===== src/rtl/video_timing_pkg.sv =====
// Shared video timing types and default 1080p60 raster constants.
package video_timing_pkg;

   typedef enum logic [1:0] {
      FREE,
      SEEK,
      LOCKED
   } genlock_state_e;

   localparam int VT_H_WIDTH   = 1920;
   localparam int VT_H_START   = 2008;
   localparam int VT_H_SYNC    = 44;
   localparam int VT_H_TOTAL   = 2200;
   localparam int VT_V_HEIGHT  = 1080;
   localparam int VT_V_START   = 1084;
   localparam int VT_V_SYNC    = 5;
   localparam int VT_V_TOTAL   = 1125;
   localparam bit VT_SYNC_POL  = 1'b1;
   localparam int VT_LOCK_LINE = 1084;
   localparam int VT_MISS_MAX  = 3;

endpackage


===== src/rtl/sync_edge.sv =====
// Two-flop synchronizer plus edge detect: one-clock pulse when the input moves to SYNC_POL.
// Pulse appears two clocks after the input is first sampled; no backpressure.
module sync_edge #(
   parameter bit SYNC_POL = 1'b1
) (
   input  logic clk_i,
   input  logic rst_n,
   input  logic d_i,
   output logic edge_o
);

   logic [2:0] sr;

   always_ff @(posedge clk_i or negedge rst_n) begin
      if (!rst_n) sr <= {3{~SYNC_POL}};
      else        sr <= {sr[1:0], d_i};
   end

   assign edge_o = (sr[1] == SYNC_POL) && (sr[2] != SYNC_POL);

endmodule


===== src/rtl/vout_timing_gen.sv =====
// Output video timing generator: free-running raster with optional genlock to the input vsync.
// Outputs are registered one clock behind the internal counters; no backpressure.
module vout_timing_gen
   import video_timing_pkg::*;
#(
   parameter int H_WIDTH   = VT_H_WIDTH,
   parameter int H_START   = VT_H_START,
   parameter int H_SYNC    = VT_H_SYNC,
   parameter int H_TOTAL   = VT_H_TOTAL,
   parameter int V_HEIGHT  = VT_V_HEIGHT,
   parameter int V_START   = VT_V_START,
   parameter int V_SYNC    = VT_V_SYNC,
   parameter int V_TOTAL   = VT_V_TOTAL,
   parameter bit SYNC_POL  = VT_SYNC_POL,
   parameter int LOCK_LINE = VT_LOCK_LINE,
   parameter int MISS_MAX  = VT_MISS_MAX,
   localparam int HW = $clog2(H_TOTAL),
   localparam int VW = $clog2(V_TOTAL)
) (
   input  logic          vout_clk_i,
   input  logic          rst_n,
   input  logic          lock_en_i,
   input  logic          vin_vs_i,
   output logic          vout_hs_o,
   output logic          vout_vs_o,
   output logic          vout_de_o,
   output logic [HW-1:0] hcnt_o,
   output logic [VW-1:0] vcnt_o,
   output logic          frame_start_o,
   output logic          locked_o
);

   localparam int MW = (MISS_MAX > 1) ? $clog2(MISS_MAX) : 1;

   localparam logic [HW-1:0] H_LAST    = HW'(H_TOTAL - 1);
   localparam logic [HW-1:0] H_ACT     = HW'(H_WIDTH);
   localparam logic [HW-1:0] H_SS      = HW'(H_START);
   localparam logic [HW-1:0] H_SW      = HW'(H_SYNC);
   localparam logic [VW-1:0] V_LAST    = VW'(V_TOTAL - 1);
   localparam logic [VW-1:0] V_ACT     = VW'(V_HEIGHT);
   localparam logic [VW-1:0] V_SS      = VW'(V_START);
   localparam logic [VW-1:0] V_SW      = VW'(V_SYNC);
   localparam logic [VW-1:0] V_LOCK    = VW'(LOCK_LINE);
   localparam logic [VW:0]   V_TOT     = (VW+1)'(V_TOTAL);
   localparam logic [VW:0]   V_TOTM1   = (VW+1)'(V_TOTAL - 1);
   localparam logic [MW-1:0] MISS_LAST = MW'(MISS_MAX - 1);

   if (H_START + H_SYNC > H_TOTAL) begin : g_bad_hsync
      $error("hsync extends past the end of the line");
   end
   if (H_WIDTH > H_START) begin : g_bad_hact
      $error("active width overlaps hsync");
   end
   if (V_START + V_SYNC > V_TOTAL) begin : g_bad_vsync
      $error("vsync extends past the end of the frame");
   end
   if (V_HEIGHT > V_START) begin : g_bad_vact
      $error("active height overlaps vsync");
   end
   if (LOCK_LINE >= V_TOTAL) begin : g_bad_lock
      $error("LOCK_LINE outside the frame");
   end

   genlock_state_e state, state_nxt;
   logic [HW-1:0]  hcnt, hcnt_nxt;
   logic [VW-1:0]  vcnt, vcnt_nxt;
   logic [MW-1:0]  miss, miss_nxt;
   logic           pend, pend_nxt;
   logic           vedge, line_end, realign, in_phase;
   logic [VW:0]    vdiff;

   sync_edge #(.SYNC_POL(SYNC_POL)) u_vin_sync (
      .clk_i  (vout_clk_i),
      .rst_n  (rst_n),
      .d_i    (vin_vs_i),
      .edge_o (vedge)
   );

   assign line_end = (hcnt == H_LAST);

   // Distance from the lock line, modulo the frame height
   assign vdiff    = (vcnt >= V_LOCK) ? {1'b0, vcnt - V_LOCK}
                                      : {1'b0, vcnt} + V_TOT - {1'b0, V_LOCK};
   assign in_phase = (vdiff <= (VW+1)'(1)) || (vdiff == V_TOTM1);

   always_comb begin
      state_nxt = state;
      pend_nxt  = pend;
      miss_nxt  = miss;
      realign   = 1'b0;
      if (!lock_en_i) begin
         state_nxt = FREE;
         pend_nxt  = 1'b0;
         miss_nxt  = '0;
      end else begin
         case (state)
            FREE: state_nxt = SEEK;
            SEEK: begin
               // Jump only at a line end so no runt hsync or partial de line is produced
               if (line_end && (pend || vedge)) begin
                  realign   = 1'b1;
                  pend_nxt  = 1'b0;
                  state_nxt = LOCKED;
               end else if (vedge) begin
                  pend_nxt = 1'b1;
               end
            end
            LOCKED: begin
               if (vedge) begin
                  if (in_phase) begin
                     miss_nxt = '0;
                  end else if (miss == MISS_LAST) begin
                     miss_nxt  = '0;
                     state_nxt = SEEK;
                  end else begin
                     miss_nxt = miss + 1'b1;
                  end
               end
            end
            default: state_nxt = FREE;
         endcase
      end

      if (realign) begin
         hcnt_nxt = '0;
         vcnt_nxt = V_LOCK;
      end else if (line_end) begin
         hcnt_nxt = '0;
         vcnt_nxt = (vcnt == V_LAST) ? '0 : vcnt + 1'b1;
      end else begin
         hcnt_nxt = hcnt + 1'b1;
         vcnt_nxt = vcnt;
      end
   end

   always_ff @(posedge vout_clk_i or negedge rst_n) begin
      if (!rst_n) begin
         state <= FREE;
         pend  <= 1'b0;
         miss  <= '0;
         hcnt  <= '0;
         vcnt  <= '0;
      end else begin
         state <= state_nxt;
         pend  <= pend_nxt;
         miss  <= miss_nxt;
         hcnt  <= hcnt_nxt;
         vcnt  <= vcnt_nxt;
      end
   end

   always_ff @(posedge vout_clk_i or negedge rst_n) begin
      if (!rst_n) begin
         hcnt_o        <= '0;
         vcnt_o        <= '0;
         vout_de_o     <= 1'b0;
         vout_hs_o     <= ~SYNC_POL;
         vout_vs_o     <= ~SYNC_POL;
         frame_start_o <= 1'b0;
      end else begin
         hcnt_o        <= hcnt;
         vcnt_o        <= vcnt;
         vout_de_o     <= (hcnt < H_ACT) && (vcnt < V_ACT);
         vout_hs_o     <= ((hcnt >= H_SS) && ((hcnt - H_SS) < H_SW)) ? SYNC_POL : ~SYNC_POL;
         vout_vs_o     <= ((vcnt >= V_SS) && ((vcnt - V_SS) < V_SW)) ? SYNC_POL : ~SYNC_POL;
         frame_start_o <= (hcnt == '0) && (vcnt == '0);
      end
   end

   assign locked_o = (state == LOCKED);

endmodule


===== config.mk =====
export PLATFORM = sky130hd
export DESIGN_NAME = vout_timing_gen
export DESIGN_NICKNAME = d
export VERILOG_FILES = /design/src/rtl/video_timing_pkg.sv /design/src/rtl/sync_edge.sv /design/src/rtl/vout_timing_gen.sv
export SDC_FILE = /design/constraint.sdc
export NUM_CORES = 1
export LEC_CHECK = 0
export ABC_AREA = 1
export CORE_MARGIN = 2
export CORE_UTILIZATION = 61
export DETAILED_ROUTE_END_ITERATION = 16
export PLACE_DENSITY = 0.86
export SETUP_SLACK_MARGIN = 0.2
export SLEW_MARGIN = 20
export SYNTH_ARGS = -nofsm -noshare
export SYNTH_HDL_FRONTEND = slang
export SYNTH_SLANG_ARGS = --single-unit

===== constraint.sdc =====
create_clock -name vout_clk_i -period 4.7 [get_ports vout_clk_i]
set_input_delay 0.94 -clock vout_clk_i [delete_from_list [all_inputs] [get_ports vout_clk_i]]
set_output_delay 0.94 -clock vout_clk_i [all_outputs]
set_load 0.01 [all_outputs]

After elaboration in Yosys (flattened, before gate mapping)
Cells that the tools add are included.
{ "word_totals": {"elab_cells": 82, "reg_bits": 58, "in_bits": 4, "out_inout_bits": 28} }
{ "classes": {"addsub": 7, "reduce_logical": 15, "mux": 26, "bitwise": 1, "n_eq_ne": 14, "n_lt_le_gt_ge": 7} }
{ "ops": {"columns": ["cell", "n"], "rows": [
  ["$mux W12", 3],
  ["$mux W11", 3],
  ["$sub A12 B11 Y12 const B", 2],
  ["$mux W2", 10],
  ["$add A11 B11 Y12 const B", 1],
  ["$add A12 B1 Y12 const B", 1],
  ["$eq A12 B11 Y1 const B", 1],
  ["$eq A12 B12 Y1 const B", 1],
  ["$ge A12 B11 Y1 const B", 1],
  ["$le A12 B1 Y1 const B", 1],
  ["$logic_not A12 Y1", 1],
  ["$lt A12 B11 Y1 const B", 1],
  ["$lt A12 B6 Y1 const B", 1],
  ["$add A11 B1 Y11 const B", 1],
  ["$eq A11 B11 Y1 const B", 1],
  ["$ge A11 B11 Y1 const B", 1],
  ["$logic_not A11 Y1", 1],
  ["$lt A11 B11 Y1 const B", 1],
  ["$lt A11 B3 Y1 const B", 1],
  ["$sub A11 B11 Y11 const B", 1],
  ["$mux W1", 9],
  ["$logic_and A1 B1 Y1", 6],
  ["$ne A2 B1 Y1 const B", 3],
  ["$ne A3 B2 Y1 const B", 2],
  ["other kinds (12)", 16]
]} }

Logic depth before layout (Yosys ltp)
{ "logic_depth": {"depth_word": 9, "ltp_mapped": 17, "depth_no_buf": 16} }

Cells and area by module
A second synthesis with hierarchy kept.
{ "hier_totals": {"hier_cells": 417, "area_unflattened_um2": 3228.1} }
{ "modules_own_cells": {"columns": ["module", "cells_per_inst", "seq_area_each_um2", "instances", "area_per_inst_um2"], "rows": [
  ["vout_timing_gen", 412, 1376.3, 1, 3143.0],
  ["sync_edge", 5, 75.1, 1, 85.1]
]} }

Least setup slack after synthesis
Ideal clock, no wire load.
{ "synth_path": {"kind": "flip-flop to flip-flop", "startpoint": "register vcnt[2]", "endpoint": "register state[0]", "setup_slack_ns": 2.776, "setup_time_ns": 0.118, "stages_incl_launch_ff": 16, "t_required_ns": 4.582, "arrival_ns": 1.807, "path_cell_list": "dfrtp_1 > ha_1 > nand3_2 > nor2_1 > nand2_1 > nand2_1 > nor2_2 > buf_4 > o21ai_1 > nand2_1 > nor2_1 > nand2_1 > nand3_1 > nand2_1 > nand2_1 > nand2_1"} }
{ "synth_via": {"elab_chain_cells": 7} }
{ "synth_rtl": {"columns": ["item", "line_no", "text"], "rows": [
  ["from (decl)", "vout_timing_gen.sv:66", "logic [VW-1:0] vcnt, vcnt_nxt;"],
  ["from (signal assigned)", "vout_timing_gen.sv:148", "vcnt <= vcnt_nxt;"],
  ["$add A11 B11 Y12", "vout_timing_gen.sv:83", ": {1'b0, vcnt} + V_TOT - {1'b0, V_LOCK};"],
  ["$sub A12 B11 Y12", "vout_timing_gen.sv:83", null],
  ["$mux W12 *", "vout_timing_gen.sv:82", "assign vdiff = (vcnt >= V_LOCK) ? {1'b0, vcnt - V_LOCK}"],
  ["$le A12 B1 Y1 / $eq A12 B11 Y1 (equally long branches)", "vout_timing_gen.sv:84", "assign in_phase = (vdiff <= (VW+1)'(1)) || (vdiff == V_TOTM1);"],
  ["$logic_or A1 B1 Y1 *", "vout_timing_gen.sv:84", null],
  ["$ne A3 B3 Y1 (no line) *", null, null],
  ["$reduce_and A4 Y1 (no line) *", null, null],
  ["to (signal assigned)", "vout_timing_gen.sv:144", "state <= state_nxt;"],
  ["to (decl)", "vout_timing_gen.sv:64", "genlock_state_e state, state_nxt;"]
]} }
Every way passes the cells marked *; elsewhere a longest branch is shown, timed or not.
A chain may end at the register's enable or synchronous reset.

Worst setup path in the final report
{ "layout_path": {"startpoint": "register state[0]", "endpoint": "output port locked_o"} }
{ "layout_via": {"elab_chain_cells": 1} }
{ "layout_rtl": {"columns": ["item", "line_no", "text"], "rows": [
  ["$eq A2 B2 Y1", "vout_timing_gen.sv:170", "assign locked_o = (state == LOCKED);"],
  ["to (decl)", "vout_timing_gen.sv:30", "output logic locked_o"]
]} }
No other way between the ends.

==> impl_metrics.py <==
metrics = {
    "run_status": {
        "outcome": "finished clean",
    },
    "place": {
        "place_area_um2": 3570,
        "dp_slack_ns": 2.39,
        "port_buffers": 31,
        "dp_hpwl_um": 5570,
        "gp_congestion": 0.957,
    },
    "route": {
        "vias": 2879,
        "drc": 0,
        "avgRoutedWirePerCell_um": 14.4,
        "wirelength_um": 7540,
        "dr.pass1.iters": 5,
        "drt_iter0_drc": 341,
        "vias_per_cell": 5.52,
        "postRouteAntennaNets": 0,
    },
    "global_route": {
        "grt_overflow": 0,
        "grt_use_total_pct": 28.1,
        "grt_most_used_layer": "met2",
        "antenna_found_initial": 0,
        "use_met3_pct": 6.00,
        "grt_use_met1_pct": 37.3,
        "grt_pass1_wl_um": 13000,
        "use_met2_pct": 43.5,
        "grt_pass1_vias": 2735,
        "grt_start_max_net_pins": 59,
    },
    "pwr": {
        "sw_frac_of_total_pct": 19.1,
        "p_clk_share_pct": 49.7,
        "p_sw_uw": 199,
        "internal-power_uw": 843,
        "leakage_uw": 0.00187,
        "power.density_nw_per_um2": 274,
        "power_frac_seq_pct": 48.4,
        "combPwrFrac_pct": 2.0,
        "ir_drop_v": 0.000231,
    },
    "yosys": {
        "synth_warnings": 0,
        "yosys.area_share.xor_xnor_pct": 4.60,
        "synth_area_leader_cell": "dfrtp_1",
        "synth_cells": 415,
        "postSynthAreaPerCell_um2": 7.81,
        "synthMuxAreaShare_pct": 0,
        "ys_seq_elements": 58,
        "synth_area_leaders": "dfrtp_1, nand2_1, inv_1, nor2_1, xor2_1",
        "synth_nets": 427,
        "synth_top_family_by_area": "simple AND/OR/NAND/NOR gates",
        "synth_compound_area_share_pct": 6.99,
        "syn_area_um2": 3240,
        "yosysSeqAreaShare_pct": 44.8,
        "yosys-top-cells-count": "nand2_1, dfrtp_1, inv_1, nor2_1, nand3_1",
        "synthSimpleGateAreaFrac_pct": 31.1,
        "ys_async_sr_fraction_pct": 100,
        "ys_types": 37,
        "synthAdderAreaFrac_pct": 3.09,
        "yosys_most_used_dff": "dfrtp_1",
        "synth_most_common_cell": "nand2_1",
        "yosys.area.top_type_share_pct": 44.8,
        "synth-edff-count": 0,
    },
    "clock_network": {
        "cts_setup_buffers": 0,
        "cts_max_path_buffers": 2,
        "cts_max_level": 3,
        "cts_inserted_buffers": 9,
        "clkLatencyLatePin_ns": 0.34,
        "path_clk_slew_ns": 0.06,
        "clock_sinks": 58,
        "cts_root_buf": "clkbuf_8",
        "cts_resized": 0,
        "holdBufCountCts": 0,
        "cts_tree": "built",
    },
    "setup_path": {
        "critical_path_arrival_ns": 1.47,
        "crit_required_ns": 3.76,
        "crit_path_max_fanout": 3,
        "startpoint_type": "flip-flop",
        "crit_family": "buffers and inverters",
        "cpPeakStageDelay_ns": 0.56,
        "path_class": "reg2out",
        "crit_slowest_cell": "clkdlybuf4s50_1",
        "crit_buf_inv": 1,
        "cp-end-kind": "output pin",
        "path_cells": "nor2_1 > clkdlybuf4s50_1",
    },
    "sta": {
        "slew_violations": 0,
        "worst_slack_ns": 2.29,
        "layout_min_cycle_time_ns": 2.41,
        "fmax_mhz": 415,
        "relSlewSlack_pct": 47.6,
        "fin_crit_sh_pct": 51.3,
        "rsz0062_at_grt": "false",
        "hold_viol": 0,
        "tns_ns": 0,
        "worst_pin_slew_ns": 0.779,
        "fin_skew_ns": 0.0103,
        "setup_violations": 0,
    },
    "finish": {
        "area_growth_pct": 17.3,
        "fillers": 381,
        "layout.nets": 461,
        "fin_area_um2": 3800,
        "drive_above_1_share_pct": 7.52,
        "antenna_cells": 0,
    },
    "job": {
        "drv_cap": 0,
    },
    "floorplanning": {
        "initial_core_util_pct": 63.4,
        "die_height_um": 76.9,
        "num_rows": 26,
        "io_pins": 32,
        "coreArea_um2": 5110,
        "fp.dieArea_um2": 5910,
        "die_x_um": 76.9,
    },
    "hold_path": {
        "hp-class": "reg2reg",
    },
}
## power groups by stage
stage	combinational, uW	clock [uW]	sequential (uW)
6_report	20.4	518	504
5_1_grt	23.9	545	504
4_1_cts	21.2	524	504
3_5_place_dp	21.3	0	513
3_3_place_gp	20.2	0	513
2_1_floorplan	6.62	0	513
## worst paths after layout
path / start / to / slack (ns) / cells after the start
setup / recovery: state[0] / locked_o / 2.29 / 2
hold / removal: u_vin_sync.sr[0] / u_vin_sync.sr[1] / 0.36 / 0
setup reg to reg: vcnt[2] / state[0] / 2.37 / 15
hold reg to reg: u_vin_sync.sr[0] / u_vin_sync.sr[1] / 0.36 / 0
max in group asynchronous: rst_n / hcnt_o[4] / 3.51 / 2
min in group asynchronous: rst_n / hcnt[8] / 0.74 / 2
## cells in the final DEF, fill, tap and decap left out, drive strengths merged
cell type / count
dfrtp: 58
a21oi: 11
clkinv: 1
and2: 2
nor4: 8
nand3b: 1
nand3: 26
xor2: 14
buf: 2
inv: 62
o32ai: 1
a2111oi: 1
bufinv: 2
ha: 8
nand2: 115
a211oi: 1
clkbuf: 12
or2: 1
o221ai: 3
o21ai: 15
o22ai: 3
nor2: 47
o2111a: 1
nor3: 12
nand4: 10
clkdlybuf4s50: 30
o211ai: 2
xnor2: 3
## registers in the layout, summed over array words and instances (netlist names), 2 cells and up
name / cells
hcnt: 12
miss: 2
state: 2
u_vin_sync.sr: 3
vcnt: 11
vcnt_o: 11
hcnt_o: 12
## per-layer routing
| layer | part of all wire, % | up-vias | routed length [um] |
|---|---|---|---|
| met5 | 0 | - | 0 |
| met3 | 8.3 | 22 | 624 |
| li1 | - | 1395 | - |
| met2 | 46 | 135 | 3500 |
| met1 | 42 | 1327 | 3200 |
| met4 | 2.8 | 0 | 214 |
## area by class of cell
type	count	area, um^2	share of cell area [%]
Sequential cell	58	1450	38.2
Inverter	63	236	6.22
Timing Repair Buffer	32	313	8.23
Multi-Input combinational cell	285	1490	39.1
Clock buffer	12	165	4.34
Clock inverter	2	60.1	1.58
Tap cell	70	87.6	2.30
## kinds of logic after synthesis
group                    count (synthesis)
AND/OR/NAND/NOR                        222
XOR/XNOR                                17
adder cells (fa/ha/maj)                  8
flip-flops                              58
AO/OA/AOI/OAI                           38
buffers and inverters                   72
## stage by stage
step / hold WS (ns) / total power [uW] / util (%) / std cells
finish: 0.358 / 1040 / 74.4 / 522
global route: 0.370 / 1070 / 74.4 / 522
CTS: 0.362 / 1050 / 74.3 / 522
detailed placement: 0.343 / 535 / 69.9 / 508
global placement: 0.346 / 533 / 69.9 / 508
floorplan: 0.331 / 520 / - / 415
(Power assumes the default switching activity.)
